$ cat config.mk
export PLATFORM = sky130hd
export DESIGN_NAME = lb_chan_fanout_flat
export DESIGN_NICKNAME = d
export VERILOG_FILES = /design/src/rtl/lb_chan_fanout_if.sv /design/src/rtl/lb_chan_fanout.sv /design/src/flat_wrapper.sv
export SDC_FILE = /design/constraint.sdc
export NUM_CORES = 1
export LEC_CHECK = 0
export ABC_CLOCK_PERIOD_IN_PS = 4300
export CORE_MARGIN = 1
export CORE_UTILIZATION = 46
export CTS_CLUSTER_SIZE = 40
export DETAILED_ROUTE_END_ITERATION = 10
export PLACE_DENSITY = 0.89
export SETUP_SLACK_MARGIN = 0.1
export SKIP_LAST_GASP = 1
export SYNTH_ARGS = -nofsm -noshare
export SYNTH_HDL_FRONTEND = slang
export SYNTH_SLANG_ARGS = --single-unit
export TNS_END_PERCENT = 10
$ cat constraint.sdc
create_clock -name lb_clk -period 4.3 [get_ports lb_clk]
set_input_delay 1.075 -clock lb_clk [delete_from_list [all_inputs] [get_ports lb_clk]]
set_output_delay 1.075 -clock lb_clk [all_outputs]
set_load 0.005 [all_outputs]
$ cat src/rtl/lb_chan_fanout_if.sv
// Host local-bus plus per-channel target bus for lb_chan_fanout.
// master = host/channel environment, slave = the fanout block itself.
interface lb_chan_fanout_if #(
  parameter int N_CHAN = 2,
  parameter int AW     = 24,
  parameter int SUB_AW = 17,
  parameter int DW     = 32
);
  logic [AW-1:0]        lb_addr;
  logic [DW-1:0]        lb_data_out;
  logic                 lb_write;
  logic                 lb_rd;
  logic [DW-1:0]        lb_din;
  logic                 lb_rd_valid;
  logic                 busy;
  logic [SUB_AW-1:0]    ch_addr;
  logic [DW-1:0]        ch_data;
  logic [N_CHAN-1:0]    ch_write;
  logic [N_CHAN-1:0]    ch_read;
  logic [N_CHAN*DW-1:0] ch_din;
  logic [N_CHAN-1:0]    ch_rd_valid;
  logic [15:0]          timeout_count;
  logic [15:0]          overrun_count;

  modport master (
    output lb_addr, lb_data_out, lb_write, lb_rd, ch_din, ch_rd_valid,
    input  lb_din, lb_rd_valid, busy, ch_addr, ch_data, ch_write, ch_read,
           timeout_count, overrun_count
  );

  modport slave (
    input  lb_addr, lb_data_out, lb_write, lb_rd, ch_din, ch_rd_valid,
    output lb_din, lb_rd_valid, busy, ch_addr, ch_data, ch_write, ch_read,
           timeout_count, overrun_count
  );
endinterface

$ cat src/rtl/lb_chan_fanout.sv
// Local-bus splitter: decodes a channel index from the upper address bits,
// fans strobes out one-hot, and tracks one outstanding read with a timeout.
module lb_chan_fanout #(
  parameter int              N_CHAN   = 2,
  parameter int              AW       = 24,
  parameter int              SUB_AW   = 17,
  parameter int              DW       = 32,
  parameter int              TIMEOUT  = 255,
  parameter logic [DW-1:0]   BAD_DATA = DW'(32'hdeadbeef)
) (
  input  logic           lb_clk,
  input  logic           rst,
  lb_chan_fanout_if.slave bus
);
  localparam int          CW         = (N_CHAN > 1) ? $clog2(N_CHAN) : 1;
  localparam logic [15:0] TIMER_LOAD = 16'(TIMEOUT);
  localparam logic [15:0] CNT_MAX    = 16'hffff;

  localparam logic [1:0] S_IDLE = 2'd0;
  localparam logic [1:0] S_WAIT = 2'd1;
  localparam logic [1:0] S_DONE = 2'd2;

  logic [1:0]        r_state;
  logic [15:0]       r_timer;
  logic              r_unmapped;
  logic [N_CHAN-1:0] r_sel_oh;
  logic [N_CHAN-1:0] r_ch_write;
  logic [N_CHAN-1:0] r_ch_read;
  logic [SUB_AW-1:0] r_ch_addr;
  logic [DW-1:0]     r_ch_data;
  logic [DW-1:0]     r_lb_din;
  logic              r_rd_valid;
  logic [15:0]       r_timeout_cnt;
  logic [15:0]       r_overrun_cnt;

  logic [CW-1:0]     w_idx;
  logic [N_CHAN-1:0] w_hit;
  logic              w_mapped;
  logic [DW-1:0]     w_masked [N_CHAN];
  logic [DW-1:0]     w_sel_data;
  logic              w_sel_valid;
  logic              w_rd_accept;
  logic              w_overrun;
  logic              w_unused;

  assign w_idx    = bus.lb_addr[SUB_AW +: CW];
  assign w_unused = ^bus.lb_addr;

  // Per-channel decode and read-data masking; an index >= N_CHAN hits nothing.
  for (genvar gi = 0; gi < N_CHAN; gi++) begin : g_chan
    assign w_hit[gi]    = (w_idx == CW'(gi));
    assign w_masked[gi] = {DW{r_sel_oh[gi]}} & bus.ch_din[gi*DW +: DW];
  end

  assign w_mapped = |w_hit;

  always_comb begin
    w_sel_data = '0;
    for (int k = 0; k < N_CHAN; k++) begin
      w_sel_data = w_sel_data | w_masked[k];
    end
  end

  assign w_sel_valid = |(bus.ch_rd_valid & r_sel_oh);

  // A read colliding with a write, or arriving while one is outstanding, is dropped.
  assign w_rd_accept = bus.lb_rd && !bus.lb_write && (r_state != S_WAIT);
  assign w_overrun   = bus.lb_rd && (bus.lb_write || (r_state == S_WAIT));

  always_ff @(posedge lb_clk) begin
    if (rst) begin
      r_state       <= S_IDLE;
      r_timer       <= '0;
      r_unmapped    <= 1'b0;
      r_sel_oh      <= '0;
      r_ch_write    <= '0;
      r_ch_read     <= '0;
      r_ch_addr     <= '0;
      r_ch_data     <= '0;
      r_lb_din      <= '0;
      r_rd_valid    <= 1'b0;
      r_timeout_cnt <= '0;
      r_overrun_cnt <= '0;
    end else begin
      r_ch_write <= '0;
      r_ch_read  <= '0;
      r_rd_valid <= 1'b0;

      if (bus.lb_write) begin
        r_ch_write <= w_hit;
        r_ch_addr  <= bus.lb_addr[SUB_AW-1:0];
        r_ch_data  <= bus.lb_data_out;
      end

      if (w_overrun && (r_overrun_cnt != CNT_MAX)) begin
        r_overrun_cnt <= r_overrun_cnt + 16'd1;
      end

      case (r_state)
        S_WAIT: begin
          // Unmapped reads spend one cycle here so their reply lands at t+2.
          if (r_unmapped || w_sel_valid || (r_timer == 16'd0)) begin
            r_state    <= S_DONE;
            r_rd_valid <= 1'b1;
            r_lb_din   <= w_sel_valid ? w_sel_data : BAD_DATA;
            if (!r_unmapped && !w_sel_valid && (r_timeout_cnt != CNT_MAX)) begin
              r_timeout_cnt <= r_timeout_cnt + 16'd1;
            end
          end else begin
            r_timer <= r_timer - 16'd1;
          end
        end
        default: begin
          r_state <= S_IDLE;
          if (w_rd_accept) begin
            r_state    <= S_WAIT;
            r_sel_oh   <= w_hit;
            r_ch_read  <= w_hit;
            r_unmapped <= !w_mapped;
            r_timer    <= TIMER_LOAD;
          end
        end
      endcase
    end
  end

  assign bus.ch_write      = r_ch_write;
  assign bus.ch_read       = r_ch_read;
  assign bus.ch_addr       = r_ch_addr;
  assign bus.ch_data       = r_ch_data;
  assign bus.lb_din        = r_lb_din;
  assign bus.lb_rd_valid   = r_rd_valid;
  assign bus.busy          = (r_state == S_WAIT);
  assign bus.timeout_count = r_timeout_cnt;
  assign bus.overrun_count = r_overrun_cnt;
endmodule
$ cat src/flat_wrapper.sv
// flat-port wrapper written by rule: the top's interface ports become plain ports
module lb_chan_fanout_flat 
#(
  parameter int              N_CHAN   = 2,
  parameter int              AW       = 24,
  parameter int              SUB_AW   = 17,
  parameter int              DW       = 32,
  parameter int              TIMEOUT  = 255,
  parameter logic [DW-1:0]   BAD_DATA = DW'(32'hdeadbeef)
)
  (lb_clk, rst, bus_lb_addr, bus_lb_data_out, bus_lb_write, bus_lb_rd, bus_ch_din, bus_ch_rd_valid, bus_lb_din, bus_lb_rd_valid, bus_busy, bus_ch_addr, bus_ch_data, bus_ch_write, bus_ch_read, bus_timeout_count, bus_overrun_count);
  lb_chan_fanout_if #(.N_CHAN(N_CHAN), .AW(AW), .SUB_AW(SUB_AW), .DW(DW)) bus_i ();
  input  logic lb_clk;
  input  logic rst;
  input wire logic [$bits(bus_i.lb_addr)-1:0] bus_lb_addr;
  input wire logic [$bits(bus_i.lb_data_out)-1:0] bus_lb_data_out;
  input wire logic [$bits(bus_i.lb_write)-1:0] bus_lb_write;
  input wire logic [$bits(bus_i.lb_rd)-1:0] bus_lb_rd;
  input wire logic [$bits(bus_i.ch_din)-1:0] bus_ch_din;
  input wire logic [$bits(bus_i.ch_rd_valid)-1:0] bus_ch_rd_valid;
  output wire logic [$bits(bus_i.lb_din)-1:0] bus_lb_din;
  output wire logic [$bits(bus_i.lb_rd_valid)-1:0] bus_lb_rd_valid;
  output wire logic [$bits(bus_i.busy)-1:0] bus_busy;
  output wire logic [$bits(bus_i.ch_addr)-1:0] bus_ch_addr;
  output wire logic [$bits(bus_i.ch_data)-1:0] bus_ch_data;
  output wire logic [$bits(bus_i.ch_write)-1:0] bus_ch_write;
  output wire logic [$bits(bus_i.ch_read)-1:0] bus_ch_read;
  output wire logic [$bits(bus_i.timeout_count)-1:0] bus_timeout_count;
  output wire logic [$bits(bus_i.overrun_count)-1:0] bus_overrun_count;
  assign bus_i.lb_addr = bus_lb_addr;
  assign bus_i.lb_data_out = bus_lb_data_out;
  assign bus_i.lb_write = bus_lb_write;
  assign bus_i.lb_rd = bus_lb_rd;
  assign bus_i.ch_din = bus_ch_din;
  assign bus_i.ch_rd_valid = bus_ch_rd_valid;
  assign bus_lb_din = bus_i.lb_din;
  assign bus_lb_rd_valid = bus_i.lb_rd_valid;
  assign bus_busy = bus_i.busy;
  assign bus_ch_addr = bus_i.ch_addr;
  assign bus_ch_data = bus_i.ch_data;
  assign bus_ch_write = bus_i.ch_write;
  assign bus_ch_read = bus_i.ch_read;
  assign bus_timeout_count = bus_i.timeout_count;
  assign bus_overrun_count = bus_i.overrun_count;
  lb_chan_fanout #(.N_CHAN(N_CHAN), .AW(AW), .SUB_AW(SUB_AW), .DW(DW), .TIMEOUT(TIMEOUT), .BAD_DATA(BAD_DATA)) u_core (.lb_clk(lb_clk), .rst(rst), .bus(bus_i));
endmodule
==> qor.csv <==
stage;metric;value;unit
status;outcome;finished clean;
critical_path;rr_worst_depth;6;
synth;synth_fp_nets;754;
synth;synth_ff_type;dfxtp_1;
timing;timing.final.crit_share;0.793;
timing;post-route-min-period;3.41;ns
detailed_routing;antenna_left;0;
clocking;cts_tree;done;
global_routing;grt_max_degree;68;
synth;synthTopCellsByArea;dfxtp_1 (47%), mux2i_1 (8.3%), nor2_1 (5.5%);
synth;async_reset_ff_frac;0;
detailed_routing;wl;16700;um
power;clockPowerShare;0.423;
global_routing;grt_usage;0.256;
timing;max_freq;293;MHz
clocking;clockBufferDepth;2;
critical_path;startpoint_type;flip-flop;
power;finalPower;3.20;mW
clocking;insertion_delay;0.41;ns
placement;io_buffers;238;
floorplan;die_w;115;um
critical_path;slowest_delay;0.57;ns
timing;clock_skew;0.00848;ns
global_routing;grt_antenna_before_repair;0;
synth;ys_warn_count;0;
power;p_switching;0.768;mW
detailed_routing;met3WireLength;1260;um
timing;grt_setup_unrepaired;no;
critical_path;crit_path_max_fanout;14;
global_routing;grt_remaining_overflow;0;
clocking;cts_buffers;17;
placement;dpl.cell_count;999;
finish;final_cells;1029;
clocking;post-cts-setup-buffer-count;0;
floorplan;dieArea;13300;um2
placement;hpwlAfterDp;11600;um
power;cellPowerDensity;359;nW/um2
synth;syn-cell-area;5920;um2
synth;synth_edf_count;0;
critical_path;critical_path_class;reg2out;
finish;seq_area;2760;um2
finish;n_fill_cell;922;
detailed_routing;wl_per_cell;16.2;um
timing;max_slew_margin;0.302;
floorplan;num_rows;41;
synth;postSynthCellCount;625;
synth;synth_seq_cells;138;
finish;n_antenna_cell;0;
critical_path;cp.arrival;2.34;ns
clocking;cts-root-buf;clkbuf_16;
power;p_comb_frac;0.148;
timing;tightest_slew;1.04;ns
detailed_routing;drt-initial-drc-count;305;
placement;gp_congestion;0.834;
finish;fin_nets;975;
power;sequentialPowerShare;0.429;
run;drv_cap;0;
power;switching_share;0.240;
detailed_routing;via_per_inst;5.34;
worst_hold_path;hold_class;reg2reg;
timing;hold_viol;0;
global_routing;grt_pass1_wl;26400;um
critical_path;cp.depth;3;
timing;slew_viol_final;0;
synth;synth_top_cell_area_share;0.467;
finish;area_delta_synth_final;50.6;%
detailed_routing;wl_met2;8550;um
critical_path;worstPathCellList;nand2b_1, clkinv_1, clkdlybuf4s50_1;
clocking;clk_pin_slew;0.06;ns
timing;setup_tns;0;ns
critical_path;cp.buffers_inverters;2;
critical_path;cpLargestDelayFamily;buffers and inverters;
detailed_routing;wl_met1;6520;um
critical_path;endpoint_kind;output pin;
floorplan;pin_count;245;
detailed_routing;top_layer;met4;
clocking;cts_resized;0;
power;ir_drop;0.263;mV
global_routing;grt_pass1_vias;5493;
power;p_leak;3.18;nW
critical_path;crit_slowest_cell;clkdlybuf4s50_1;
synth;synth_seq_area_share;0.467;
timing;setup_viol;0;
detailed_routing;drtPass1Iterations;5;
floorplan;fp.dieH;115;um
clocking;htree_levels;4;
clocking;holdBufCountCts;0;
power;internal-power;2.44;mW
synth;synthDistinctLibCells;53;
detailed_routing;drc;0;
worst_hold_path;min_path_cells;2;
synth;yosys.area.top_type;dfxtp_1;
synth;syn_avg_cell_area;9.47;um2
finish;multi_input_area;2840;um2
clocking;clock_sinks;138;
finish;layout-drive-gt1-share;0.0782;
critical_path;crit_required;3.22;ns
floorplan;start_util;0.471;
detailed_routing;via_count;5497;
floorplan;core_area;12600;um2
[state kept, by name, indices dropped and copies added (netlist names)]
signal                    count
u_core.bus.overrun_count     16
u_core.bus.ch_read            2
u_core.r_state                2
u_core.bus.ch_data           32
u_core.r_sel_oh               2
u_core.bus.ch_write           2
u_core.bus.lb_rd_valid        1
u_core.r_timer               16
u_core.bus.lb_din            32
u_core.bus.timeout_count     16
u_core.bus.ch_addr           17
[synth_stat cells (3+ instances only)]
cell       instances
a221oi_1           6
ha_1               3
nor3_1            18
or4_1              3
nor4_1             8
nand2_1           20
o21ai_0           20
or2_2              5
nand4_1            9
o31ai_1            3
a221oi_2          18
a22o_1             9
clkbuf_1          24
xnor2_1           24
nand2b_1           3
a22oi_1           25
nand3_1           12
a211oi_1           8
nor2_1            87
and3_1             4
and4_1             4
a21oi_1           29
inv_1             32
buf_1              9
o2111ai_1          3
nor3b_1            4
dfxtp_1          138
buf_6              5
mux2i_1           49
buf_2              3
or3_1             13
[through the flow]
stage               utilization  instance area, um2  hold WS [ns]  setup WS (ns)
floorplan                     -                5920         0.459           1.82
global placement          0.666                8370         0.447           1.05
detailed placement        0.666                8370         0.449          0.999
CTS                       0.709                8910         0.458          0.877
global route              0.709                8910         0.481          0.710
finish                    0.709                8910         0.457          0.890
[cells in the final DEF (no fill, tap or decap), drive strengths merged, types with 9 or more instances in the layout]
cell / count
a22o: 9
a21oi: 30
dfxtp: 138
nor3: 18
nor2: 88
nor4: 10
clkdlybuf4s50: 236
nand4: 10
nand2: 20
xnor2: 24
mux2i: 49
a221oi: 24
nand3: 13
or3: 13
o21ai: 20
inv: 32
a22oi: 25
clkbuf: 23
[kinds of logic after synthesis]
kind of cell / count (synthesis) / share of synthesized area
xor gates and xnor gates: 26 / 0.0385
muxes: 50 / 0.0848
DFF: 138 / 0.467
adders and majority gates: 3 / 0.00634
AOI/OAI and AO/OA: 131 / 0.174
buffers and inverters: 74 / 0.0539
and+or+nand+nor: 203 / 0.176
[final cells by class]
| cell class | count | area share |
|---|---|---|
| Inverter | 33 | 0.0139 |
| Tap cell | 172 | 0.0241 |
| Clock inverter | 7 | 0.00772 |
| Timing Repair Buffer | 243 | 0.272 |
| Clock buffer | 23 | 0.0536 |
| Multi-Input combinational cell | 413 | 0.319 |
| Sequential cell | 138 | 0.310 |
[final timing paths]
kind | from | endpoint | slack (ns)
worst max-delay path | u_core.r_state[1] | bus_busy | 0.89
worst min-delay path | u_core.bus.lb_din[19] | u_core.bus.lb_din[19] | 0.46
worst min register to register | u_core.bus.lb_din[19] | u_core.bus.lb_din[19] | 0.46
worst max register to register | u_core.r_state[1] | u_core.bus.overrun_count[12] | 1.72
[metal layers]
metal  global-route usage  vias up
li1                     -     2692
met3               0.0936       25
met1                0.278     2580
met5                    0        -
met4                0.108        0
met2                0.449      200
[power by group through the flow]
stage | registers [mW] | clock network [mW] | logic [mW]
2_1_floorplan | 1.40 | 0 | 0.224
3_3_place_gp | 1.40 | 0 | 0.459
3_5_place_dp | 1.40 | 0 | 0.470
4_1_cts | 1.37 | 1.37 | 0.475
5_1_grt | 1.38 | 1.43 | 0.514
6_report | 1.37 | 1.35 | 0.474
[worst register-to-register path, delay by kind of cell (launching register included)]
kind                   cells  cell delay [ns]
buffers and inverters      1             0.52
flip-flops                 1             0.30
AO/OA/AOI/OAI              1             0.66
AND/OR/NAND/NOR            4             1.03
Power figures use the tool's default switching activity.
